`src/rtl/stage_tap_ctrl_pkg.sv`:
```
// Shared constants, FSM state type and memory control bundle for the stage tap controller.
package stage_tap_ctrl_pkg;

    localparam int STAGE_TAP_LANES = 6;
    localparam int STAGE_TAP_DEPTH = 4;
    localparam int STAGE_TAP_AW    = 2;
    localparam int STAGE_TAP_SW    = 3;

    localparam logic [STAGE_TAP_SW-1:0] NO_SUB = 3'd7;

    typedef enum logic [2:0] {
        ST_IDLE  = 3'd0,
        ST_SWEEP = 3'd1,
        ST_DRAIN = 3'd2,
        ST_H_RD  = 3'd3,
        ST_H_WR  = 3'd4
    } tap_state_e;

    typedef struct packed {
        logic [STAGE_TAP_AW-1:0] addr;
        logic                    rd_en;
        logic                    wr_en;
        logic [STAGE_TAP_SW-1:0] sub_addr;
        logic [31:0]             sub_data;
    } tap_ctrl_t;

endpackage

```
`src/rtl/stage_tap_sweep_gen.sv`:
```
// Sweep address counter plus the one-cycle valid/addr/last delay that lines up with read data.
module stage_tap_sweep_gen
    import stage_tap_ctrl_pkg::*;
#(
    parameter int DEPTH = STAGE_TAP_DEPTH,
    parameter int AW    = STAGE_TAP_AW
) (
    input  logic          clk,
    input  logic          reset,
    input  logic          i_run,
    output logic [AW-1:0] o_addr,
    output logic          o_at_end,
    output logic          o_vld,
    output logic [AW-1:0] o_vld_addr,
    output logic          o_last
);

    logic [AW-1:0] r_cnt;
    logic [AW-1:0] r_vld_addr;
    logic          r_vld;
    logic          r_last;

    assign o_at_end   = (r_cnt == AW'(DEPTH - 1));
    assign o_addr     = r_cnt;
    assign o_vld      = r_vld;
    assign o_vld_addr = r_vld_addr;
    assign o_last     = r_last;

    // Counter returns to 0 whenever the sweep is not running, so it never wraps into a second pass.
    always_ff @(posedge clk) begin
        if (reset) begin
            r_cnt      <= '0;
            r_vld      <= 1'b0;
            r_vld_addr <= '0;
            r_last     <= 1'b0;
        end else begin
            r_cnt      <= (i_run && !o_at_end) ? r_cnt + 1'b1 : '0;
            r_vld      <= i_run;
            r_vld_addr <= r_cnt;
            r_last     <= i_run && o_at_end;
        end
    end

endmodule

```
`src/rtl/stage_tap_ctrl.sv`:
```
// Arbitrates the stage tap memory between compute sweep, update writeback and host lane RMW.
// Optional statistics counters are built when STAGE_TAP_CTRL_STATS_EN is defined.
module stage_tap_ctrl
    import stage_tap_ctrl_pkg::*;
#(
    parameter int LANES = STAGE_TAP_LANES,
    parameter int DEPTH = STAGE_TAP_DEPTH,
    parameter int AW    = STAGE_TAP_AW,
    parameter int SW    = STAGE_TAP_SW
) (
    input  logic                  clk,
    input  logic                  reset,
    input  logic                  sweep_start,
    output logic                  sweep_busy,
    output logic                  sweep_valid,
    output logic [AW-1:0]         sweep_addr,
    output logic [32*LANES-1:0]   sweep_data,
    output logic                  sweep_last,
    input  logic                  upd_valid,
    output logic                  upd_ready,
    input  logic [AW-1:0]         upd_addr,
    input  logic [32*LANES-1:0]   upd_data,
    input  logic                  host_valid,
    output logic                  host_ready,
    input  logic [AW-1:0]         host_addr,
    input  logic [SW-1:0]         host_lane,
    input  logic [31:0]           host_data,
    output logic                  host_err,
    output logic [AW-1:0]         mem_addr,
    output logic                  mem_rd_en,
    output logic                  mem_wr_en,
    output logic [SW-1:0]         mem_sub_addr,
    output logic [31:0]           mem_sub_data,
    output logic [32*LANES-1:0]   mem_wr_data,
    input  logic [32*LANES-1:0]   mem_rd_data
`ifdef STAGE_TAP_CTRL_STATS_EN
    ,
    output logic [15:0]           host_stall_cnt,
    output logic [15:0]           sweep_cnt
`endif
);

    localparam logic [SW-1:0] LANE_LIM = SW'(LANES);

    tap_state_e          r_state, w_state_nxt;
    logic                r_pend;
    logic [AW-1:0]       r_h_addr;
    logic [SW-1:0]       r_h_lane;
    logic [31:0]         r_h_data;

    tap_ctrl_t           w_ctrl;
    logic [32*LANES-1:0] w_wr_data;
    logic                w_sweep_req;
    logic                w_pend_clr;
    logic                w_host_acc;
    logic                w_run;
    logic [AW-1:0]       w_cnt;
    logic                w_at_end;
    logic                w_vld;
    logic [AW-1:0]       w_vld_addr;
    logic                w_last;

    assign w_sweep_req = r_pend | sweep_start;
    assign w_run       = (r_state == ST_SWEEP);

    stage_tap_sweep_gen #(
        .DEPTH (DEPTH),
        .AW    (AW)
    ) u_sweep_gen (
        .clk        (clk),
        .reset      (reset),
        .i_run      (w_run),
        .o_addr     (w_cnt),
        .o_at_end   (w_at_end),
        .o_vld      (w_vld),
        .o_vld_addr (w_vld_addr),
        .o_last     (w_last)
    );

    // Grants and memory strobes are suppressed while reset is held so no access leaks out.
    always_comb begin
        w_state_nxt = r_state;
        w_ctrl      = '{addr: '0, rd_en: 1'b0, wr_en: 1'b0, sub_addr: NO_SUB, sub_data: '0};
        w_wr_data   = '0;
        upd_ready   = 1'b0;
        host_ready  = 1'b0;
        host_err    = 1'b0;
        w_host_acc  = 1'b0;
        w_pend_clr  = 1'b0;
        if (!reset) begin
            case (r_state)
                ST_IDLE: begin
                    if (w_sweep_req) begin
                        w_state_nxt = ST_SWEEP;
                        w_pend_clr  = 1'b1;
                    end else if (upd_valid) begin
                        upd_ready    = 1'b1;
                        w_ctrl.wr_en = 1'b1;
                        w_ctrl.addr  = upd_addr;
                        w_wr_data    = upd_data;
                    end else if (host_valid) begin
                        host_ready = 1'b1;
                        if (host_lane >= LANE_LIM) begin
                            host_err = 1'b1;
                        end else begin
                            w_host_acc  = 1'b1;
                            w_state_nxt = ST_H_RD;
                        end
                    end
                end
                ST_SWEEP: begin
                    w_ctrl.rd_en = 1'b1;
                    w_ctrl.addr  = w_cnt;
                    if (w_at_end) w_state_nxt = ST_DRAIN;
                end
                ST_DRAIN: w_state_nxt = ST_IDLE;
                ST_H_RD: begin
                    w_ctrl.rd_en = 1'b1;
                    w_ctrl.addr  = r_h_addr;
                    w_state_nxt  = ST_H_WR;
                end
                ST_H_WR: begin
                    w_ctrl.wr_en    = 1'b1;
                    w_ctrl.addr     = r_h_addr;
                    w_ctrl.sub_addr = r_h_lane;
                    w_ctrl.sub_data = r_h_data;
                    w_wr_data       = mem_rd_data;
                    w_state_nxt     = ST_IDLE;
                end
                default: w_state_nxt = ST_IDLE;
            endcase
        end
    end

    always_ff @(posedge clk) begin
        if (reset) begin
            r_state  <= ST_IDLE;
            r_pend   <= 1'b0;
            r_h_addr <= '0;
            r_h_lane <= '0;
            r_h_data <= '0;
        end else begin
            r_state <= w_state_nxt;
            if (w_pend_clr)
                r_pend <= 1'b0;
            else if (sweep_start)
                r_pend <= 1'b1;
            if (w_host_acc) begin
                r_h_addr <= host_addr;
                r_h_lane <= host_lane;
                r_h_data <= host_data;
            end
        end
    end

    assign mem_addr     = w_ctrl.addr;
    assign mem_rd_en    = w_ctrl.rd_en;
    assign mem_wr_en    = w_ctrl.wr_en;
    assign mem_sub_addr = w_ctrl.sub_addr;
    assign mem_sub_data = w_ctrl.sub_data;
    assign mem_wr_data  = w_wr_data;

    assign sweep_busy  = (r_state == ST_SWEEP) || (r_state == ST_DRAIN);
    assign sweep_valid = w_vld;
    assign sweep_addr  = w_vld_addr;
    assign sweep_last  = w_last;
    assign sweep_data  = w_vld ? mem_rd_data : '0;

`ifdef STAGE_TAP_CTRL_STATS_EN
    logic [15:0] r_host_stall_cnt;
    logic [15:0] r_sweep_cnt;

    always_ff @(posedge clk) begin
        if (reset) begin
            r_host_stall_cnt <= '0;
            r_sweep_cnt      <= '0;
        end else begin
            if (host_valid && !host_ready && r_host_stall_cnt != 16'hFFFF)
                r_host_stall_cnt <= r_host_stall_cnt + 16'd1;
            if (r_state == ST_DRAIN && r_sweep_cnt != 16'hFFFF)
                r_sweep_cnt <= r_sweep_cnt + 16'd1;
        end
    end

    assign host_stall_cnt = r_host_stall_cnt;
    assign sweep_cnt      = r_sweep_cnt;
`else
    // Statistics counters are not built in this configuration.
`endif

endmodule

```
`config.mk`:
```
export PLATFORM = sky130hd
export DESIGN_NAME = stage_tap_ctrl
export DESIGN_NICKNAME = d
export VERILOG_FILES = /design/src/rtl/stage_tap_ctrl_pkg.sv /design/src/rtl/stage_tap_sweep_gen.sv /design/src/rtl/stage_tap_ctrl.sv
export SDC_FILE = /design/constraint.sdc
export NUM_CORES = 1
export LEC_CHECK = 0
export CORE_AREA = 2 2 332 334
export DETAILED_ROUTE_END_ITERATION = 10
export DIE_AREA = 0 0 334 336
export GPL_TIMING_DRIVEN = 0
export SYNTH_ARGS = -nofsm -noshare
export SYNTH_HDL_FRONTEND = slang
export SYNTH_HIERARCHICAL = 1
export SYNTH_SLANG_ARGS = --single-unit
```
`constraint.sdc`:
```
create_clock -name clk -period 1.92 [get_ports clk]
set_input_delay 0.384 -clock clk [delete_from_list [all_inputs] [get_ports clk]]
set_output_delay 0.384 -clock clk [all_outputs]
set_load 0.01 [all_outputs]
```
## After elaboration in Yosys (flattened, before gate mapping)

Cells that the tools add are included.
Widths: inputs -> output; s select.

| storage, ports and cells | value |
|---|---|
| register bits after elaboration | 47 |
| input port bits | 428 |
| output and inout bits | 431 |
| word-level logic and storage cells | 74 |

| cells by class | value |
|---|---|
| add/subtract/negate cells | 1 |
| order comparisons | 1 |
| equality and inequality tests | 9 |
| multiplexer cells | 42 |
| bitwise gates (word level) | 2 |
| reduce and logical (&&, ||, !) cells | 10 |

Operators with widths:

| kind | number |
|---|---|
| $mux 192 | 4 |
| $pmux 192 s2 | 1 |
| $mux 39 | 1 |
| $mux 35 | 1 |
| $mux 1 | 25 |
| $mux 3 | 5 |
| $ne 3x3->1 const B | 3 |
| $pmux 3 s3 | 1 |
| $reduce_or 2->1 | 4 |
| $eq 3x2->1 const B | 2 |
| $pmux 2 s3 | 1 |
| $mux 2 | 2 |
| $reduce_and 4->1 | 1 |
| $eq 3x1->1 const B | 1 |
| $eq 3x3->1 const B | 1 |
| $ge 3x3->1 const B | 1 |
| $logic_not 3->1 | 1 |
| $add 2x1->2 const B | 1 |
| $eq 2x2->1 const B | 1 |
| $logic_and 1x1->1 | 2 |
| $ne 2x2->1 const B | 1 |
| $pmux 1 s2 | 1 |
| $logic_not 1->1 | 1 |
| $logic_or 1x1->1 | 1 |
| other kinds (2) | 2 |

## Depth between registers and ports, before layout

| depth | value |
|---|---|
| word-level depth | 7 |
| gate-level depth with buffers | 7 |
| mapped depth without buffers | 3 |

## Cells and area by module

The synthesis kept the hierarchy.

By module, submodules not included:

| module | instances | cells an instance | area each (um^2) | seq. area each (um^2) |
|---|---|---|---|---|
| stage_tap_ctrl | 1 | 929 | 6197.2 | 820.8 |
| stage_tap_sweep_gen | 1 | 13 | 196.4 | 120.1 |

## Worst setup path after synthesis

OpenSTA, ideal clock, no wires.

| timing path | value |
|---|---|
| path kind | input-to-output |
| from | input sweep_start |
| to | output mem_addr[0] |
| data arrival time | 1372 ps |
| required time | 1536 ps |
| path slack | 164 ps |
| cell stages on the path | 5 |
| path buffers | 2 |
| path through | nor3b_2 -> buf_2 -> buf_2 -> nand3_1 -> a21oi_1 |

| between the ends | value |
|---|---|
| longest elaborated chain between the ends | 4 |

Ends and longest elaborated chain:

| element | RTL line | RTL |
|---|---|---|
| from (decl) | stage_tap_ctrl.sv:13 | `input logic sweep_start,` |
| $or 1x1->1 | stage_tap_ctrl.sv:63 | `assign w_sweep_req = r_pend \| sweep_start;` |
| $mux 2 | stage_tap_ctrl.sv:93 | `if (w_sweep_req) begin` |
| $pmux 2 s3 | stage_tap_ctrl.sv:91 | `case (r_state)` |
| $mux 39 | stage_tap_ctrl.sv:90 | `if (!reset) begin` |
| to (decl) | stage_tap_ctrl.sv:29 | `output logic [AW-1:0] mem_addr,` |

Every way passes these cells.

## Final worst setup path

| timing path | value |
|---|---|
| from | register r_state[0] |
| to | output mem_wr_data[151] |

| between the ends | value |
|---|---|
| longest elaborated chain between the ends | 3 |
| elaborated cells on any way between the ends | 4 |
| classes of those cells | eq/ne (1); mux (2); reduce/logical (1) |

Ends and longest elaborated chain:

| element | RTL line | RTL |
|---|---|---|
| from (decl) | stage_tap_ctrl.sv:45 | `tap_state_e r_state, w_state_nxt;` |
| from (signal assigned) | stage_tap_ctrl.sv:143 | `r_state <= w_state_nxt;` |
| $eq 3x3->1 / $logic_not 3->1 (equally long branches) | stage_tap_ctrl.sv:91 |  |
| $pmux 192 s2 (*) | stage_tap_ctrl.sv:91 |  |
| $mux 192 (*) | stage_tap_ctrl.sv:90 |  |
| to (decl) | stage_tap_ctrl.sv:34 | `output logic [32*LANES-1:0] mem_wr_data,` |

Mark *: on every way between the ends. The rest lies on a longest branch, timed or not.

==> flow_summary_export.csv <==
group,metric,value,unit
run_status,status,"complete, but fails checks",
run_status,violations,"setup timing",
place,pre_cts_ws,-2.19,ns
global_route,grt_pass1_wl,130,mm
timing,final.period_utilization,129,%
setup_path,path_cells,"buf_4 > nor3_4 > buf_12 > buf_16 > buf_12 > a32oi_4 > nor2_2 > buf_2",
timing,final.setup.tns,-156.01,ns
drt,num_vias,12500,
floorplan,die-area,0.112,mm2
yosys,yosys.area.top_type,"a32oi_1",
pwr,p_total,6.38,mW
timing,holdWs,0.455,ns
setup_path,cp_slowest_cell,"dfxtp_2",
yosys,syn_avg_cell_area,6.79,um2
floorplan,fp.dieW,334,um
yosys,synth_edf_count,0,
yosys,netlist_area,0.00639,mm2
global_route,overflow,0,
cts,cts_tree,"yes",
timing,worst_pin_slew,0.629,ns
pwr,seqPwrFrac,16.2,%
pwr,power_switching,2.62,mW
yosys,synth_fp_nets,1371,
drt,drtAntennaViolNets,0,
setup_path,crit_family,"buffers and inverters",
layout,drive_gt1_share,26.5,%
setup_path,cp_max_fo,7,
cts,cts.reportedPaths.clkPinSlew,0.07,ns
timing,max_freq,405,MHz
yosys,yosysTopAreaCellShare,26.4,%
cts,cts-root-buf,"clkbuf_16",
place,dp_hpwl,93.4,mm
floorplan,core,0.108,mm2
drt,detail_route.wl_per_cell,32.6,um
cts,cts_buffers,5,
drt,wl,107,mm
timing,timing.final.crit_period,2.47,ns
pwr,p_leak,7.04,nW
yosys,synthCells,942,
setup_path,cp-end-kind,"output port",
yosys,ys_seq_elements,47,
timing,slew-limit-headroom,58.2,%
min_path,min_from,"r_h_data[8]",
cts,clk_latency,0.30,ns
timing,layout_setup_ws,-0.551,ns
layout,fin_cells,3292,
layout,fin_nets,2283,
floorplan,die_h,336,um
run,maxCapViolCount,0,
pwr,power_density,344,mW/mm2
pwr,clockPowerShare,16.4,%
layout,area_growth,190,%
layout,layout_common_cells,"clkdlybuf4s50_1 (590), and2_1 (180), nor2_1 (169)",
yosys,synth_flop_cell,"dfxtp_1",
global_route,grt_use_total,17.8,%
cts,cts_sinks,47,
drt,drt_iter0_markers,892,
timing,clock_skew,0.00401,ns
cts,cts_buffer_depth,2,
setup_path,worstPathBufferInverterCount,5,
cts,htreeDepth,2,
layout,final_common_cell,"clkdlybuf4s50_1",
floorplan,start_util,5.90,%
setup_path,critPathKind,"register to output port",
pwr,vdd_drop_max,0.657,mV
drt,vias_per_cell,3.81,
min_path,hp-class,"register to register",
drt,drc,0,
timing,finalSetupViolations,413,
place,gp_congestion,0.960,
setup_path,rr_startpoint,"r_state[0]",
pwr,share_comb_of_total_power,67.4,%
place,placed_cells,3215,
pwr,intPower,3.76,mW
floorplan,fp-row-count,121,
global_route,antenna_found_initial,94,
setup_path,cpMostUsedCell,"buf_12",
yosys,ys.warnings.count,6,
global_route,grt_max_degree,16,
yosys,ys_seq_area_share,14.7,%
setup_path,crit_required,1.54,ns
timing,slew_viol_final,0,
setup_path,critical_path.startpoint,"r_state[0]",
setup_path,slowest_delay,0.33,ns
yosys,async_reset_ff_share,0,%
global_route,grt_pass1_vias,11900,
pwr,p_sw_share,41.1,%
yosys,synth_cell_types,38,
place,io_buffers,858,
timing,rsz0062_at_grt,"true",
timing,hold_violations,0,
setup_path,start_kind,"register",
setup_path,arrival,2.09,ns
yosys,synth.area.top_cells,"a32oi_1 (26%), and2_1 (19%), dfxtp_1 (15%), nor2_1 (12%), mux2i_1 (5.5%)",
drt,firstDrtPassIters,5,
floorplan,ios,859,
-- worst reg2reg max path: stages, from the launching register on --
cell	delay (ns)
dfxtp_2	0.33
buf_4	0.14
nor3_4	0.24
buf_8	0.21
and4_1	0.21
buf_6	0.17
buf_6	0.20
mux2i_1	0.20
-- kinds of logic after synthesis --
group | Yosys count | share of synthesized area (%)
flip-flops | 47 | 14.7
XOR/XNOR | 1 | 0.137
AO/OA/AOI/OAI | 203 | 27.6
adder cells (fa/ha/maj) | 1 | 0.196
buffers and inverters | 130 | 10.2
multiplexers | 36 | 5.66
AND/OR/NAND/NOR | 524 | 41.5
-- power groups by stage --
stage               registers (mW)  logic, mW  clock network, mW
floorplan                     1.05       1.11                  0
global placement              1.05       3.57                  0
detailed placement            1.05       3.55                  0
CTS                           1.03       4.08               1.05
global route                  1.04       4.48               1.08
finish                        1.03       4.30               1.05
-- stage by stage --
step | area [um2] | util (%)
2_1_floorplan | 6390 | -
3_3_place_gp | 16800 | 15.5
3_5_place_dp | 16800 | 15.5
4_1_cts | 18200 | 16.8
5_1_grt | 18500 | 17.1
6_report | 18500 | 17.1
-- synthesized netlist by cell type (3+ instances only) --
cell type  number
mux2i_1        35
and3_1         34
a32oi_1       193
nor3_1          3
nor2_1        197
buf_6           4
a21oi_1         3
and2b_2         3
nand2b_1        3
and2_1        194
dfxtp_1        47
nand2_1        73
buf_2          44
clkbuf_1       59
buf_4          21
-- timing repair --
| item | CTS | global route |
|---|---|---|
| hold buffers | 0 | 0 |
| pin swaps | 40 | 75 |
| setup buffers | 24 | 6 |
| endpoints found under the setup margin | 465 | 426 |
| gates resized for setup | 928 | 439 |
| endpoints found under the hold margin | 0 | 0 |
| gates cloned | 8 | 9 |
-- layout make-up --
type,count,area [um2]
fill,12400,89900
timing repair buffer,905,8620
multi-input combinational,765,5480
tap,1414,1770
buffer,128,1480
sequential,47,947
clock buffer,5,125
antenna,23,57.6
clock inverter,3,43.8
inverter,2,7.51
-- worst paths after layout --
path,endpoint,slack [ns],cells after the start
hold reg to reg,r_h_data[8],0.45,2
hold / removal,r_h_data[8],0.45,2
setup reg to reg,r_h_data[28],0.15,7
setup / recovery,mem_wr_data[151],-0.55,8
-- metal layers --
layer  up-vias  wire length, um  global-route usage, %  part of all wire [%]
li1       5299                -                      -                     -
met1      6036            42000                   21.8                    39
met2       961            49200                   29.1                    46
met3       198            12500                   6.36                    12
met4        42             3260                   5.08                   3.0
met5         -              275                      0                  0.26
-- flip-flops by register name, summed over array words and instances, names as in the netlist --
signal and cells:
r_state 3, r_h_addr 2, u_sweep_gen/o_vld 1, u_sweep_gen/o_last 1, r_h_lane 3, u_sweep_gen/o_addr 2
r_h_data 32, u_sweep_gen/o_vld_addr 2, r_pend 1
Power figures use the tool's default switching activity.
